## config.mk

```make
export PLATFORM = sky130hd
export DESIGN_NAME = keypad_scanner
export DESIGN_NICKNAME = d
export VERILOG_FILES = /design/src/rtl/keypad_pkg.sv /design/src/rtl/keypad_sync.sv /design/src/rtl/keypad_scanner.sv
export SDC_FILE = /design/constraint.sdc
export NUM_CORES = 1
export LEC_CHECK = 0
export BUFFER_PORTS_ARGS = -buffer_cell sky130_fd_sc_hd__clkbuf_2
export CORE_UTILIZATION = 32
export CTS_BUF_LIST = sky130_fd_sc_hd__clkbuf_8 sky130_fd_sc_hd__clkbuf_16
export CTS_CLUSTER_SIZE = 40
export DETAILED_ROUTE_END_ITERATION = 8
export GPL_TIMING_DRIVEN = 0
export PLACE_DENSITY = 0.53
export SLEW_MARGIN = 10
export SYNTH_ARGS = -nofsm -noshare
export SYNTH_HDL_FRONTEND = slang
export SYNTH_SLANG_ARGS = --single-unit
```

## constraint.sdc

```tcl
create_clock -name clk -period 3.55 [get_ports clk]
set_clock_uncertainty 0.05 [all_clocks]
set_input_delay 0.355 -clock clk [delete_from_list [all_inputs] [get_ports clk]]
set_output_delay 0.355 -clock clk [all_outputs]
set_load 0.05 [all_outputs]
```

## src/rtl/keypad_pkg.sv

```systemverilog
// Shared definitions for the 4x4 keypad scanner: FSM encoding, key map and digit mask.
// Used by keypad_sync and keypad_scanner.
package keypad_pkg;

   typedef enum logic [2:0] {
      SCAN     = 3'd0,
      DEBOUNCE = 3'd1,
      ACCEPT   = 3'd2,
      HOLD     = 3'd3,
      REL_DB   = 3'd4
   } state_t;

   localparam logic [3:0] ROW_IDLE = 4'b1111;

   // Bit {row,col} set where the key is a decimal digit.
   localparam logic [15:0] DIGIT_MASK = 16'b0010_0111_0111_0111;

   // Non-digits: A-D map to their hex value, '*' to 4'hE, '#' to 4'hF.
   function automatic logic [3:0] key_code(input logic [1:0] r, input logic [1:0] c);
      logic [3:0] code;
      case ({r, c})
         4'd0:    code = 4'd1;
         4'd1:    code = 4'd2;
         4'd2:    code = 4'd3;
         4'd3:    code = 4'hA;
         4'd4:    code = 4'd4;
         4'd5:    code = 4'd5;
         4'd6:    code = 4'd6;
         4'd7:    code = 4'hB;
         4'd8:    code = 4'd7;
         4'd9:    code = 4'd8;
         4'd10:   code = 4'd9;
         4'd11:   code = 4'hC;
         4'd12:   code = 4'hE;
         4'd13:   code = 4'd0;
         4'd14:   code = 4'hF;
         4'd15:   code = 4'hD;
         default: code = 4'd0;
      endcase
      return code;
   endfunction

   function automatic logic is_digit(input logic [1:0] r, input logic [1:0] c);
      return DIGIT_MASK[{r, c}];
   endfunction

endpackage

```

## src/rtl/keypad_sync.sv

```systemverilog
// Two-flop synchronizer for the asynchronous keypad column inputs.
// Flops reset to the idle (all released) column pattern.
module keypad_sync
   import keypad_pkg::*;
(
   input  logic       i_clk,
   input  logic       i_rst_n,
   input  logic [3:0] i_d,
   output logic [3:0] o_q
);

   logic [3:0] r_meta;

   // Two-stage capture of the column lines.
   always_ff @(posedge i_clk or negedge i_rst_n) begin
      if (!i_rst_n) begin
         r_meta <= ROW_IDLE;
         o_q    <= ROW_IDLE;
      end else begin
         r_meta <= i_d;
         o_q    <= r_meta;
      end
   end

endmodule

```

## src/rtl/keypad_scanner.sv

```systemverilog
// 4x4 keypad row scanner with press/release debounce, emitting BCD digits with a shift strobe.
// Optional auto-repeat while a digit is held: define KEYPAD_AUTOREPEAT_EN.
module keypad_scanner
   import keypad_pkg::*;
#(
   parameter int SCAN_DIV     = 16,
   parameter int DEBOUNCE_CNT = 20000,
   parameter int REPEAT_CNT   = 500000
) (
   input  logic       clk,
   input  logic       reset,
   input  logic [3:0] col,
   output logic [3:0] row,
   output logic [3:0] key,
   output logic       shift,
   output logic       key_down
);

`ifdef KEYPAD_AUTOREPEAT_EN
   localparam int CNT_MAX = (REPEAT_CNT > DEBOUNCE_CNT) ? REPEAT_CNT : DEBOUNCE_CNT;
`else
   localparam int CNT_MAX = DEBOUNCE_CNT;
`endif
   localparam int CNT_W = $clog2(CNT_MAX + 1);
   localparam int DW_W  = $clog2(SCAN_DIV);
   localparam logic [DW_W-1:0]  DW_LAST = DW_W'(SCAN_DIV - 1);
   localparam logic [CNT_W-1:0] DB_LAST = CNT_W'(DEBOUNCE_CNT);
`ifdef KEYPAD_AUTOREPEAT_EN
   localparam logic [CNT_W-1:0] RP_LAST = CNT_W'(REPEAT_CNT - 1);
`endif

   if (SCAN_DIV < 4 || DEBOUNCE_CNT < 1 || REPEAT_CNT < 2) begin : g_param_check
      $error("keypad_scanner: illegal parameter value");
   end

   state_t           r_state,  w_state_nx;
   logic [1:0]       r_row_idx, w_row_idx_nx;
   logic [DW_W-1:0]  r_dwell,  w_dwell_nx;
   logic [CNT_W-1:0] r_cnt,    w_cnt_nx;
   logic [3:0]       r_col_pat;
   logic [1:0]       r_col_idx;
   logic [3:0]       w_col_s;
   logic [3:0]       w_col_n;
   logic [1:0]       w_col_enc;
   logic             w_one_low;
   logic             w_digit;
   logic             w_latch;
   logic             w_shift_nx;
   logic             w_kd_set;
   logic             w_kd_clr;

   keypad_sync u_sync (
      .i_clk   (clk),
      .i_rst_n (reset),
      .i_d     (col),
      .o_q     (w_col_s)
   );

   // Column decode: exactly-one-low detect and its index.
   always_comb begin
      w_col_n   = ~w_col_s;
      w_one_low = (w_col_n != 4'b0000) && ((w_col_n & (w_col_n - 4'b0001)) == 4'b0000);
      case (w_col_n)
         4'b0001: w_col_enc = 2'd0;
         4'b0010: w_col_enc = 2'd1;
         4'b0100: w_col_enc = 2'd2;
         4'b1000: w_col_enc = 2'd3;
         default: w_col_enc = 2'd0;
      endcase
      w_digit = is_digit(r_row_idx, r_col_idx);
   end

   // Next-state logic; r_cnt is the debounce counter and, in HOLD, the repeat timer.
   always_comb begin
      w_state_nx   = r_state;
      w_row_idx_nx = r_row_idx;
      w_dwell_nx   = r_dwell;
      w_cnt_nx     = r_cnt;
      w_latch      = 1'b0;
      w_shift_nx   = 1'b0;
      w_kd_set     = 1'b0;
      w_kd_clr     = 1'b0;
      case (r_state)
         SCAN: begin
            if (r_dwell == DW_LAST) begin
               w_dwell_nx = '0;
               if (w_one_low) begin
                  w_state_nx = DEBOUNCE;
                  w_cnt_nx   = '0;
                  w_latch    = 1'b1;
               end else begin
                  w_row_idx_nx = r_row_idx + 2'd1;
               end
            end else begin
               w_dwell_nx = r_dwell + DW_W'(1);
            end
         end
         DEBOUNCE: begin
            if (w_col_s != r_col_pat) begin
               w_state_nx = SCAN;
               w_dwell_nx = '0;
            end else if (r_cnt == DB_LAST) begin
               w_state_nx = ACCEPT;
               w_shift_nx = w_digit;
               w_kd_set   = 1'b1;
            end else begin
               w_cnt_nx = r_cnt + CNT_W'(1);
            end
         end
         ACCEPT: begin
            // Starting at 1 makes the first repeat land REPEAT_CNT clocks after the accept strobe.
            w_state_nx = HOLD;
            w_cnt_nx   = CNT_W'(1);
         end
         HOLD: begin
            if (w_col_s == ROW_IDLE) begin
               w_state_nx = REL_DB;
               w_cnt_nx   = '0;
            end else begin
`ifdef KEYPAD_AUTOREPEAT_EN
               if (r_cnt == RP_LAST) begin
                  w_cnt_nx   = '0;
                  w_shift_nx = w_digit;
               end else begin
                  w_cnt_nx = r_cnt + CNT_W'(1);
               end
`else
               w_cnt_nx = r_cnt;
`endif
            end
         end
         REL_DB: begin
            if (w_col_s != ROW_IDLE) begin
               w_state_nx = HOLD;
               w_cnt_nx   = '0;
            end else if (r_cnt == DB_LAST) begin
               w_state_nx   = SCAN;
               w_row_idx_nx = r_row_idx + 2'd1;
               w_dwell_nx   = '0;
               w_kd_clr     = 1'b1;
            end else begin
               w_cnt_nx = r_cnt + CNT_W'(1);
            end
         end
         default: begin
            w_state_nx = SCAN;
            w_dwell_nx = '0;
            w_cnt_nx   = '0;
         end
      endcase
   end

   // State, counters and registered outputs.
   always_ff @(posedge clk or negedge reset) begin
      if (!reset) begin
         r_state   <= SCAN;
         r_row_idx <= 2'd0;
         r_dwell   <= '0;
         r_cnt     <= '0;
         r_col_pat <= ROW_IDLE;
         r_col_idx <= 2'd0;
         row       <= 4'b1110;
         key       <= 4'd0;
         shift     <= 1'b0;
         key_down  <= 1'b0;
      end else begin
         r_state   <= w_state_nx;
         r_row_idx <= w_row_idx_nx;
         r_dwell   <= w_dwell_nx;
         r_cnt     <= w_cnt_nx;
         row       <= ~(4'b0001 << w_row_idx_nx);
         shift     <= w_shift_nx;
         if (w_latch) begin
            r_col_pat <= w_col_s;
            r_col_idx <= w_col_enc;
         end else begin
            r_col_pat <= r_col_pat;
            r_col_idx <= r_col_idx;
         end
         if (w_shift_nx) begin
            key <= key_code(r_row_idx, r_col_idx);
         end else begin
            key <= key;
         end
         if (w_kd_set) begin
            key_down <= 1'b1;
         end else if (w_kd_clr) begin
            key_down <= 1'b0;
         end else begin
            key_down <= key_down;
         end
      end
   end

endmodule

```

Word level (Yosys, flattened, before mapping). Memory sizes are Yosys's and may differ from the RTL's. A register that Yosys moved wholly into a read port is not among the register bits. Cells that the tools add are included. Widths: inputs -> output; s select.

Bits in read-only memories: 80. Output and inout bits: 10. Memories: 2. Bits of input ports: 6. Register bits after elaboration: 44.

Bitwise logic cells: 4. Magnitude comparators: 1. Reduce and logical (&&, ||, !) cells: 10. Shift operators: 1. Eq/ne operators: 21. $add $sub $neg: 4. Multiplexer cells: 40.

Memory list: (no name shown) (depth 16, width 4, rd ports 1, clocked after memory_dff 1, wr ports 0, line keypad_pkg.sv:21) `case ({r, c})`; (no name shown) (depth 16, width 1, rd ports 1, clocked after memory_dff 0, wr ports 0, line keypad_pkg.sv:44) `return DIGIT_MASK[{r, c}];`.

Operator list (number): $mux 15 (6); $pmux 15 s5 (1); $mux 3 (7); $mux 4 (4); $pmux 4 s4 (1); $add 15x1->15 const B (1); $eq 15x15->1 const B (1); $pmux 3 s5 (1); $mux 1 (14); $ne 2x2->1 const B (7); $eq 4x4->1 const B (3); $mux 2 (4); $not 4->4 (2); $reduce_and 4->1 (2); $eq 3x2->1 const B (2); $ne 3x3->1 const B (2); $pmux 2 s3 (1); $lt 4x5->1 const B (1); $reduce_and 5->1 (1); $add 4x1->4 const B (1); $and 4x4->4 (1); $eq 4x2->1 const B (1); $eq 4x3->1 const B (1); $logic_not 4->1 (1); other kinds (15) (15).

Depth between registers and ports, before layout. Gate-level depths: netlist of run 1.

Depth in word-level cells: 10. Depth in mapped cells: 8.

Hierarchy. From an unflattened synthesis of run 1, not the netlist that was laid out.

Cell total of the unflattened synthesis: 263. Area total of the unflattened synthesis: 2763.9 um^2.

By module, submodules not included: keypad_scanner (times used 1, area an instance 2553.7 um^2, cells an instance 255); keypad_sync (times used 1, area an instance 210.2 um^2, cells an instance 8).

Worst setup path before layout of run 1. OpenSTA, ideal clock, no wires.

Kind: register to register. Start: reg r_cnt[0]. End: reg key[0]. Cell stages (with the launch flop): 8. Setup time: 0.125 ns. Slack: 1.505 ns. Clock period less this slack: 2.045 ns. Data arrival time: 1.870 ns. Cell sequence: dfrtp_1 -> inv_1 -> ha_1 -> nor4b_1 -> nand4b_1 -> or4_1 -> buf_2 -> mux2_4.

Cells in the longest elaborated chain, start to end: 4.

Ends and longest elaborated chain: start, declared (line keypad_scanner.sv:39) `logic [CNT_W-1:0] r_cnt, w_cnt_nx;`; start signal, assigned (line keypad_scanner.sv:170) `r_cnt <= w_cnt_nx;`; $eq 15x15->1 (line keypad_scanner.sv:102) `end else if (r_cnt == DB_LAST) begin`; $mux 1 (line keypad_scanner.sv:102); $mux 1 (line keypad_scanner.sv:99) `if (w_col_s != r_col_pat) begin`; $mux 1 (line keypad_scanner.sv:83) `case (r_state)`; end, declared (line keypad_scanner.sv:14) `output logic [3:0] key,`.

No other way between the ends. A chain may end at the register's enable or synchronous reset.

Final worst setup path of run 1.
Start: reg u_sync.o_q[1]. End: reg r_cnt[12].

Cells in the longest elaborated chain, start to end: 7. Elaborated cells between the ends (all ways): 15. Classes of those cells: 1 x add/sub; 6 x eq/ne; 2 x mux; 2 x bitwise; 4 x reduce/logical.

Ends and longest elaborated chain: start, declared (line keypad_sync.sv:9) `output logic [3:0] o_q`; start signal, assigned (line keypad_sync.sv:21) `o_q <= r_meta;`; $not 4->4 (line keypad_scanner.sv:61) `w_col_n = ~w_col_s;`; $sub 4x1->4 (line keypad_scanner.sv:62) `w_one_low = (w_col_n != 4'b0000) && ((w_col_n & (w_col_n - 4'b0001)) == 4'b0000);`; $and 4x4->4 (line keypad_scanner.sv:62); $logic_not 4->1 (line keypad_scanner.sv:62); $logic_and 1x1->1 (line keypad_scanner.sv:62); $ne 2x2->1 (no line); $reduce_and 4->1 (no line).

Parallel ways exist; a longest one is shown, timed or not.

==> results of run 1 <==
## per-layer routing
metal  vias up  track usage (%)
met5         -                0
met4         0             4.23
met2        27             22.4
met3         5             2.67
li1       1032                -
met1       976             20.7
## cell usage after synthesis, drive strengths merged (4+ instances only)
library cell / n
dfrtp: 33
nand2: 22
nand3: 17
buf: 15
dfstp: 15
a21oi: 14
inv: 9
mux2i: 9
nor2: 9
o21ai: 9
mux2: 8
ha: 7
nand4: 7
nor3: 7
o31ai: 6
or4: 6
xnor2: 6
a22o: 5
and3: 5
nand3b: 5
nand4b: 4
## power groups by stage
| stage | registers [uW] | logic (uW) | clock network (uW) |
|---|---|---|---|
| floorplan | 791 | 273 | 0 |
| detailed placement | 734 | 425 | 0 |
| global placement | 732 | 417 | 0 |
| global route | 737 | 476 | 472 |
| CTS | 724 | 426 | 445 |
| finish | 724 | 420 | 431 |
## through the flow
step           hold WS [ps]  setup slack, ps  power [uW]  instance area, um2  cells
4_1_cts                48.6             1200        1600                3030    395
3_5_place_dp            297             1240        1160                2900    387
5_1_grt                34.2             1040        1690                3030    395
6_report              -2.66             1220        1570                3030    395
3_3_place_gp            296             1240        1150                2900    387
2_1_floorplan          9.41             1500        1060                2700    267
## path summary, 6_finish.rpt
path,endpoint,slack (ps),cells past startpoint
min reg2reg,u_sync.o_q[2],310,0
min in group clk,u_sync.r_meta[3],60,1
max in group asynchronous,r_cnt[12],3030,1
max,r_cnt[12],1220,7
min,row[0],-3,1
max reg2reg,r_cnt[12],1220,7
## worst max-delay path, stage by stage, from the launching register on
cell      delay (ps)
dfstp_2          520
buf_2            170
xnor2_1          150
nand4_2          220
o2111a_2         380
buf_2            210
nor3_1           290
mux2i_1          240
## state kept, by name, summed over array words and instances, names as in the netlist
| name | cells |
|---|---|
| key | 4 |
| key_down | 1 |
| r_cnt | 15 |
| r_col_idx | 2 |
| r_col_pat | 4 |
| r_dwell | 4 |
| r_row_idx | 2 |
| r_state | 3 |
| row | 4 |
| shift | 1 |
| u_sync.o_q | 4 |
| u_sync.r_meta | 4 |
## layout make-up
class | count | area, um2
Tap cell | 105 | 131
Timing Repair Buffer | 15 | 77.6
Multi-Input combinational cell | 192 | 1350
Clock buffer | 7 | 119
Sequential cell | 48 | 1220
Clock inverter | 1 | 8.76
Fill cell | 833 | 5140
Buffer | 18 | 90.1
Inverter | 9 | 33.8
## cells by family after synthesis
family	count (synthesis)	synth area share, %
adder cells (fa/ha/maj)	7	3.25
AO/OA/AOI/OAI	56	14.7
XOR/XNOR	8	2.60
AND/OR/NAND/NOR	104	22.6
multiplexers	17	6.96
flip-flops	48	45.3
buffers and inverters	27	4.60
==> impl_metrics.yaml, run 1 <==
cts:
  cts_sinks: 48
  postCtsSetupBuffers: 0
  cts_resized: 0
  cts_hold_buf: 0
  tritoncts: "built"
  cts.clk_slew.worst_paths_ps: 100
  clock_latency_ps: 310
  h-tree-depth: 2
  cts-root-buf: "clkbuf_8"
  cts_buffer_depth: 2
  numCtsBuffers: 5
power_and_ir_drop:
  vdd_drop_max_v: 0.000181
  p_per_area_nw_per_um2: 519
  pwr-share-seq_pct: 46.0
  p_leak_uw: 0.00128
  power_frac_clock_pct: 27.4
  switching_share_pct: 32.7
  p_int_uw: 1060
  power_switching_uw: 515
  combPwrFrac_pct: 26.6
synthesis:
  synth_edf_count: 0
  ys.flop_type: "dfrtp_1"
  yosysTopAreaCellShare_pct: 30.6
  synth_area_um2: 2700
  yosys_register_bits: 48
  yosysSeqAreaShare_pct: 45.3
  ys_warn_count: 0
  synth_cells: 267
  ys_top_cells_by_area: "dfrtp_1, dfstp_2, mux2i_1"
  async_flop_share_pct: 100
  yosysTopAreaCell: "dfrtp_1"
  synth.distinct_cells: 54
  synth_nets: 280
  avgSynthCellArea_um2: 10.1
placement:
  io_buffers: 15
  place.gp.congestion: 0.818
  hpwl_mm: 3.95
sta:
  worst_pin_slew_ps: 703
  drv_slew: 0
  hold_ws_ps: -2.66
  max_freq_mhz: 429
  rsz0062_at_grt: "false"
  fin_crit_ps: 2330
  slew_headroom_pct: 52.7
  tns_ps: 0
  fin_crit_sh_pct: 65.6
  finalHoldViolations: 5
  finalSetupViolCount: 0
setup_path:
  cp-startpoint: "u_sync.o_q[1]"
  path_class: "reg2reg"
  crit_required_ps: 3720
  worst_setup_path_start_kind: "register"
  cp_max_fo: 10
  reg2reg_from: "u_sync.o_q[1]"
  worstPathArrival_ps: 2500
  end_kind: "register"
die:
  die-height_um: 93.8
  die_x_um: 93.8
  num_rows: 33
  start_util_pct: 33.0
  ios: 16
  die_area_um2: 8790
  core_area_um2: 8180
cells_and_area:
  final_cell_mix: "dfrtp_1, nand2_1, nand3_1"
  final_common_cell: "dfrtp_1"
  utilization_pct: 37.1
  insertedDiodeCount: 0
  syn2layout_area_growth_pct: 12.5
  drive_above_1_share_pct: 24.1
  num-nets-final: 302
grt:
  grt_use_total_pct: 14.5
  antenna_found_initial: 0
  overflow: 0
  first_global_vias: 1969
  grt_start_max_net_pins: 49
  grt_pass1_wl_mm: 10.0
routing:
  detail_route.wl_per_cell_um: 14.2
  met3_wirelength_um: 143
  ant_nets: 0
  vias_per_cell: 5.16
  top_layer: "met4"
  met1_length_mm: 2.87
  drcViolationCount: 0
  via_count: 2040
  dr.pass1.iters: 4
  route.met2.wl_mm: 2.50
  drtIter0Drc: 111
  totalWireLength_mm: 5.59
outcome:
  violations: "hold timing"
  status: "finished with violations"
flow_run:
  drv_cap: 0
worst_hold_path:
  hold_path_class: "in2async"
Note: power is estimated with default switching activity, not from simulation.
==> run 2, diff against run 1 <==
Clock period 3.55 ns to 2.2 ns, I/O delays scaled along.
==> impl_metrics.yaml, run 2 (synthesized netlist as in run 1, its figures left out) <==
outcome:
  status: "completed"
setup_path:
  cp-endpoint: "key[1]"
  cp-startpoint: "r_cnt[12]"
  cp_max_fo: 6
  r2r_end: "key[1]"
  ff2ff_path_depth: 6
  crit_required_ps: 2350
  r2r_slack_ps: 60
  worst_setup_path_start_kind: "register"
  end_kind: "register"
  reg2reg_from: "r_cnt[12]"
  worstPathArrival_ps: 2290
  path_class: "reg2reg"
routing:
  dr.pass1.iters: 4
  via_count: 2138
  drcViolationCount: 0
  vias_per_cell: 5.19
  drtIter0Drc: 131
  totalWireLength_mm: 6.05
  ant_nets: 0
  detail_route.wl_per_cell_um: 14.7
sta:
  finalHoldViolations: 0
  drv_slew: 0
  slew_headroom_pct: 58.9
  fin_crit_ps: 2140
  rsz0062_at_grt: "true"
  tns_ps: 0
  fin_crit_sh_pct: 97.3
  hold_ws_ps: 310
  finalSetupViolCount: 0
  max_freq_mhz: 467
  worst_pin_slew_ps: 617
grt:
  antenna_found_initial: 0
  first_global_vias: 2038
  grt_start_max_net_pins: 49
  grt_pass1_wl_mm: 10.5
  overflow: 0
  grt_use_total_pct: 15.4
cells_and_area:
  syn2layout_area_growth_pct: 22.9
  utilization_pct: 40.5
  insertedDiodeCount: 0
  largest_register_ff_count: 15
  final_common_cell: "dfrtp_1"
  ff_latch_area_um2: 1220
  drive_above_1_share_pct: 32.2
  num-nets-final: 319
  regMostFlops: "r_cnt"
  nFillCells: 816
  multi_input_area_um2: 1460
  final_cell_mix: "dfrtp_1, nand2_1, buf_4"
die:
  die_area_um2: 8790
  core_area_um2: 8180
  die-height_um: 93.8
  num_rows: 33
  ios: 16
  start_util_pct: 33.0
  die_x_um: 93.8
power_and_ir_drop:
  p_per_area_nw_per_um2: 786
  vdd_drop_max_v: 0.000294
  total_power_uw: 2600
  p_leak_uw: 0.00139
cts:
  numCtsBuffers: 5
  cts_sinks: 48
  tritoncts: "built"
  clock_latency_ps: 310
  h-tree-depth: 2
  cts_buffer_depth: 2
  cts.clk_slew.worst_paths_ps: 100
  cts-root-buf: "clkbuf_8"
worst_hold_path:
  hold_path_class: "reg2reg"
flow_run:
  drv_cap: 0
placement:
  place.gp.congestion: 0.818
  hpwl_mm: 3.95
  io_buffers: 15
-- run 2: cell count changes in the layout (fill, tap and decap cells not counted), sizes merged --
| cell | before | now |
|---|---|---|
| buf | 16 | 27 |
| dlygate4sd3 | 0 | 5 |
| o2111a | 1 | 2 |
-- run 2: critical path, cell delays in order, from the launching register on --
cell	delay, ps
dfrtp_2	450
nand4b_1	190
nor4_2	240
nand4b_1	160
or4_1	500
buf_6	150
mux2_4	280
-- run 2: where the power goes --
group | leakage (uW) | internal [uW] | switching, uW
clock | 0.0000651 | 367 | 328
sequential | 0.000598 | 1070 | 109
combinational | 0.000723 | 313 | 422
-- run 2: area by class of cell --
cell class | count | area share (%)
Multi-Input combinational cell | 193 | 44.1
Sequential cell | 48 | 36.9
Timing Repair Buffer | 36 | 7.86
Tap cell | 105 | 3.97
Clock buffer | 7 | 3.59
Buffer | 13 | 2.27
Inverter | 9 | 1.02
Clock inverter | 1 | 0.264
-- run 2: through the flow --
step	instances	setup slack, ps	cell area, um2
2_1_floorplan	267	155	2700
3_3_place_gp	387	-108	2900
3_5_place_dp	387	-106	2900
4_1_cts	402	1.48	3160
5_1_grt	412	-84.3	3310
6_report	412	60.4	3310
-- run 2: worst min-delay path by stage --
stage	from	endpoint	slack, ps	cells after the start
finish	u_sync.r_meta[2]	u_sync.o_q[2]	310	0
global route	u_sync.r_meta[1]	u_sync.o_q[1]	310	0
CTS	reset	r_state[1]	160	1
detailed placement	col[3]	u_sync.r_meta[3]	260	1
global placement	col[3]	u_sync.r_meta[3]	260	1
floorplan	reset	key[0]	-130	0
-- run 2: routing by layer --
| layer | up-vias | track usage (%) | wire length (um) |
|---|---|---|---|
| met4 | 0 | 4.23 | 95 |
| met5 | - | 0 | 0 |
| li1 | 1072 | - | - |
| met2 | 34 | 24.6 | 2850 |
| met3 | 7 | 2.67 | 181 |
| met1 | 1025 | 21.3 | 2930 |
-- run 2: timing repair --
item | in CTS | in global routing
hold buffers | 4 | 1
hold endpoints to repair | 4 | 33
cloned | 1 | 0
setup endpoints to repair | 18 | 17
pin swaps | 5 | 8
gates resized for setup | 12 | 14
buffers inserted | 6 | 10
==> run 3, diff against run 2 <==
Settings changed: CORE_ASPECT_RATIO set to 2, SYNTH_HIERARCHICAL set to 1.
Clock period 2.2 ns to 2.7 ns, I/O delays scaled along.
==> impl_metrics.yaml, run 3 <==
cells_and_area:
  final_cell_mix: "dfrtp_1, nand2_1, nor2_1"
  insertedDiodeCount: 0
  syn2layout_area_growth_pct: 14.1
  drive_above_1_share_pct: 24.8
  final_common_cell: "dfrtp_1"
  regMostFlops: "r_cnt"
  largest_register_ff_count: 15
  num-nets-final: 302
  utilization_pct: 37.8
routing:
  ant_nets: 0
  via_count: 2028
  detail_route.wl_per_cell_um: 15.2
  drcViolationCount: 0
  drtIter0Drc: 80
  dr.pass1.iters: 4
  vias_per_cell: 5.23
  totalWireLength_mm: 5.89
cts:
  cts_buffer_depth: 2
  cts_sinks: 48
  cts-root-buf: "clkbuf_16"
  numCtsBuffers: 5
  h-tree-depth: 2
  cts.clk_slew.worst_paths_ps: 70
  clock_latency_ps: 300
  tritoncts: "built"
die:
  core_area_um2: 8350
  num_rows: 47
  die_x_um: 67.7
  ios: 16
  die-height_um: 133
  start_util_pct: 33.1
  die_area_um2: 9040
sta:
  fin_crit_ps: 2220
  finalHoldViolations: 15
  slew_headroom_pct: 52.7
  max_freq_mhz: 451
  worst_pin_slew_ps: 704
  rsz0062_at_grt: "false"
  fin_crit_sh_pct: 82.1
  finalSetupViolCount: 0
  tns_ps: 0
  drv_slew: 0
  hold_ws_ps: -20.3
synthesis:
  synth_nets: 276
  synth_edf_count: 0
  ys_warn_count: 6
  avgSynthCellArea_um2: 10.5
  ys_top_cells_by_count: "dfrtp_1, nand2_1, nor2_1"
  yosysMostFrequentCell: "dfrtp_1"
  synth_area_um2: 2760
  yosysTopAreaCell: "dfrtp_1"
  synth_cells: 263
  synth.distinct_cells: 63
  async_flop_share_pct: 100
  ys_top_cells_by_area: "dfrtp_1, dfstp_2, xnor2_4"
  yosysTopAreaCellShare_pct: 29.9
  ys.flop_type: "dfrtp_1"
  yosysSeqAreaShare_pct: 44.1
  yosys_register_bits: 48
placement:
  hpwl_mm: 4.29
  io_buffers: 15
  place.gp.congestion: 0.831
grt:
  grt_pass1_wl_mm: 9.98
  first_global_vias: 2035
  overflow: 0
  antenna_found_initial: 0
  grt_use_total_pct: 14.9
  grt_start_max_net_pins: 49
power_and_ir_drop:
  power_switching_uw: 776
  power_frac_clock_pct: 28.8
  p_per_area_nw_per_um2: 721
  p_int_uw: 1500
  pwr-share-seq_pct: 43.1
  combPwrFrac_pct: 28.1
  vdd_drop_max_v: 0.000246
  switching_share_pct: 34.1
  p_leak_uw: 0.00136
setup_path:
  critPathMaxStageDelay_ps: 450
  path_cells: "inv_1 -> ha_1 -> nor4b_2 -> nand4_2 -> o32ai_4 -> nor2_1 -> a21boi_0"
  worstPathArrival_ps: 2370
  path_class: "reg2reg"
  end_kind: "register"
  crit_required_ps: 2850
  worst_setup_path_start_kind: "register"
  cp_max_fo: 7
  slowest_stage: "dfrtp_1"
worst_hold_path:
  hold_path_class: "in2async"
outcome:
  status: "finished with violations"
  violations: "hold timing"
flow_run:
  drv_cap: 0
## run 3: layout make-up
| type | count | area, um2 |
|---|---|---|
| Inverter | 6 | 22.5 |
| Multi-Input combinational cell | 194 | 1410 |
| Buffer | 15 | 110 |
| Clock buffer | 5 | 125 |
| Timing Repair Buffer | 19 | 118 |
| Clock inverter | 3 | 23.8 |
| Fill cell | 839 | 5200 |
| Sequential cell | 48 | 1220 |
| Tap cell | 98 | 123 |
## run 3: final timing paths
path	from	end	slack, ps	depth (start not counted)
worst max-delay path	r_cnt[0]	row[2]	480	7
worst min-delay path	reset	r_cnt[11]	-20	1
worst max register to register	r_cnt[0]	row[2]	480	7
worst min register to register	u_sync/r_meta[0]	u_sync/o_q[0]	310	0
max in group asynchronous	reset	r_state[2]	2150	1
min in group clk	u_sync/r_meta[0]	u_sync/o_q[0]	310	0
## run 3: what timing repair did
action | CTS | global route
setup buffers | 0 | 0
hold endpoints to repair | 4 | 0
endpoints found under the setup margin | 0 | 0
gates resized for setup | 0 | 0
hold buffers | 4 | 0
## run 3: worst max-delay path, delay by kind of cell (launching register included)
| family | cells | cell delay, ps |
|---|---|---|
| AND/OR/NAND/NOR | 3 | 720 |
| AO/OA/AOI/OAI | 2 | 670 |
| flip-flops | 1 | 450 |
| adder cells (fa/ha/maj) | 1 | 140 |
| buffers and inverters | 1 | 90 |
## run 3: routing by layer
metal	vias up	share of wire (%)	track usage (%)
met2	31	57	27.0
met4	0	3.5	8.16
met5	-	0	0
met1	976	38	15.0
met3	11	2.1	3.00
li1	1010	-	-
## run 3: metrics by stage
step           instances  total power, uW  setup WS, ps  hold slack, ps  cell area, um2
2_1_floorplan        263             1500           682           -75.6            2760
3_3_place_gp         376             1620           445             296            2960
3_5_place_dp         376             1640           413             297            2960
4_1_cts              388             2310           384            19.2            3150
5_1_grt              388             2420           252            28.1            3150
6_report             388             2270           484           -20.3            3150
## run 3: kinds of logic after synthesis
logic type | after synthesis | share of synthesized area, %
simple gates | 104 | 21.2
buf+inv | 21 | 4.80
fa+ha+maj | 7 | 3.17
xor+xnor | 9 | 5.84
compound gates | 66 | 17.8
mux | 8 | 3.08
flops | 48 | 44.1
## run 3: power by group through the flow
stage	Clock (uW)	Combinational, uW	Sequential, uW
final	655	639	981
after global routing	709	709	1000
after CTS	682	650	980
after detailed placement	0	648	993
after global placement	0	633	991
after floorplan	0	428	1070
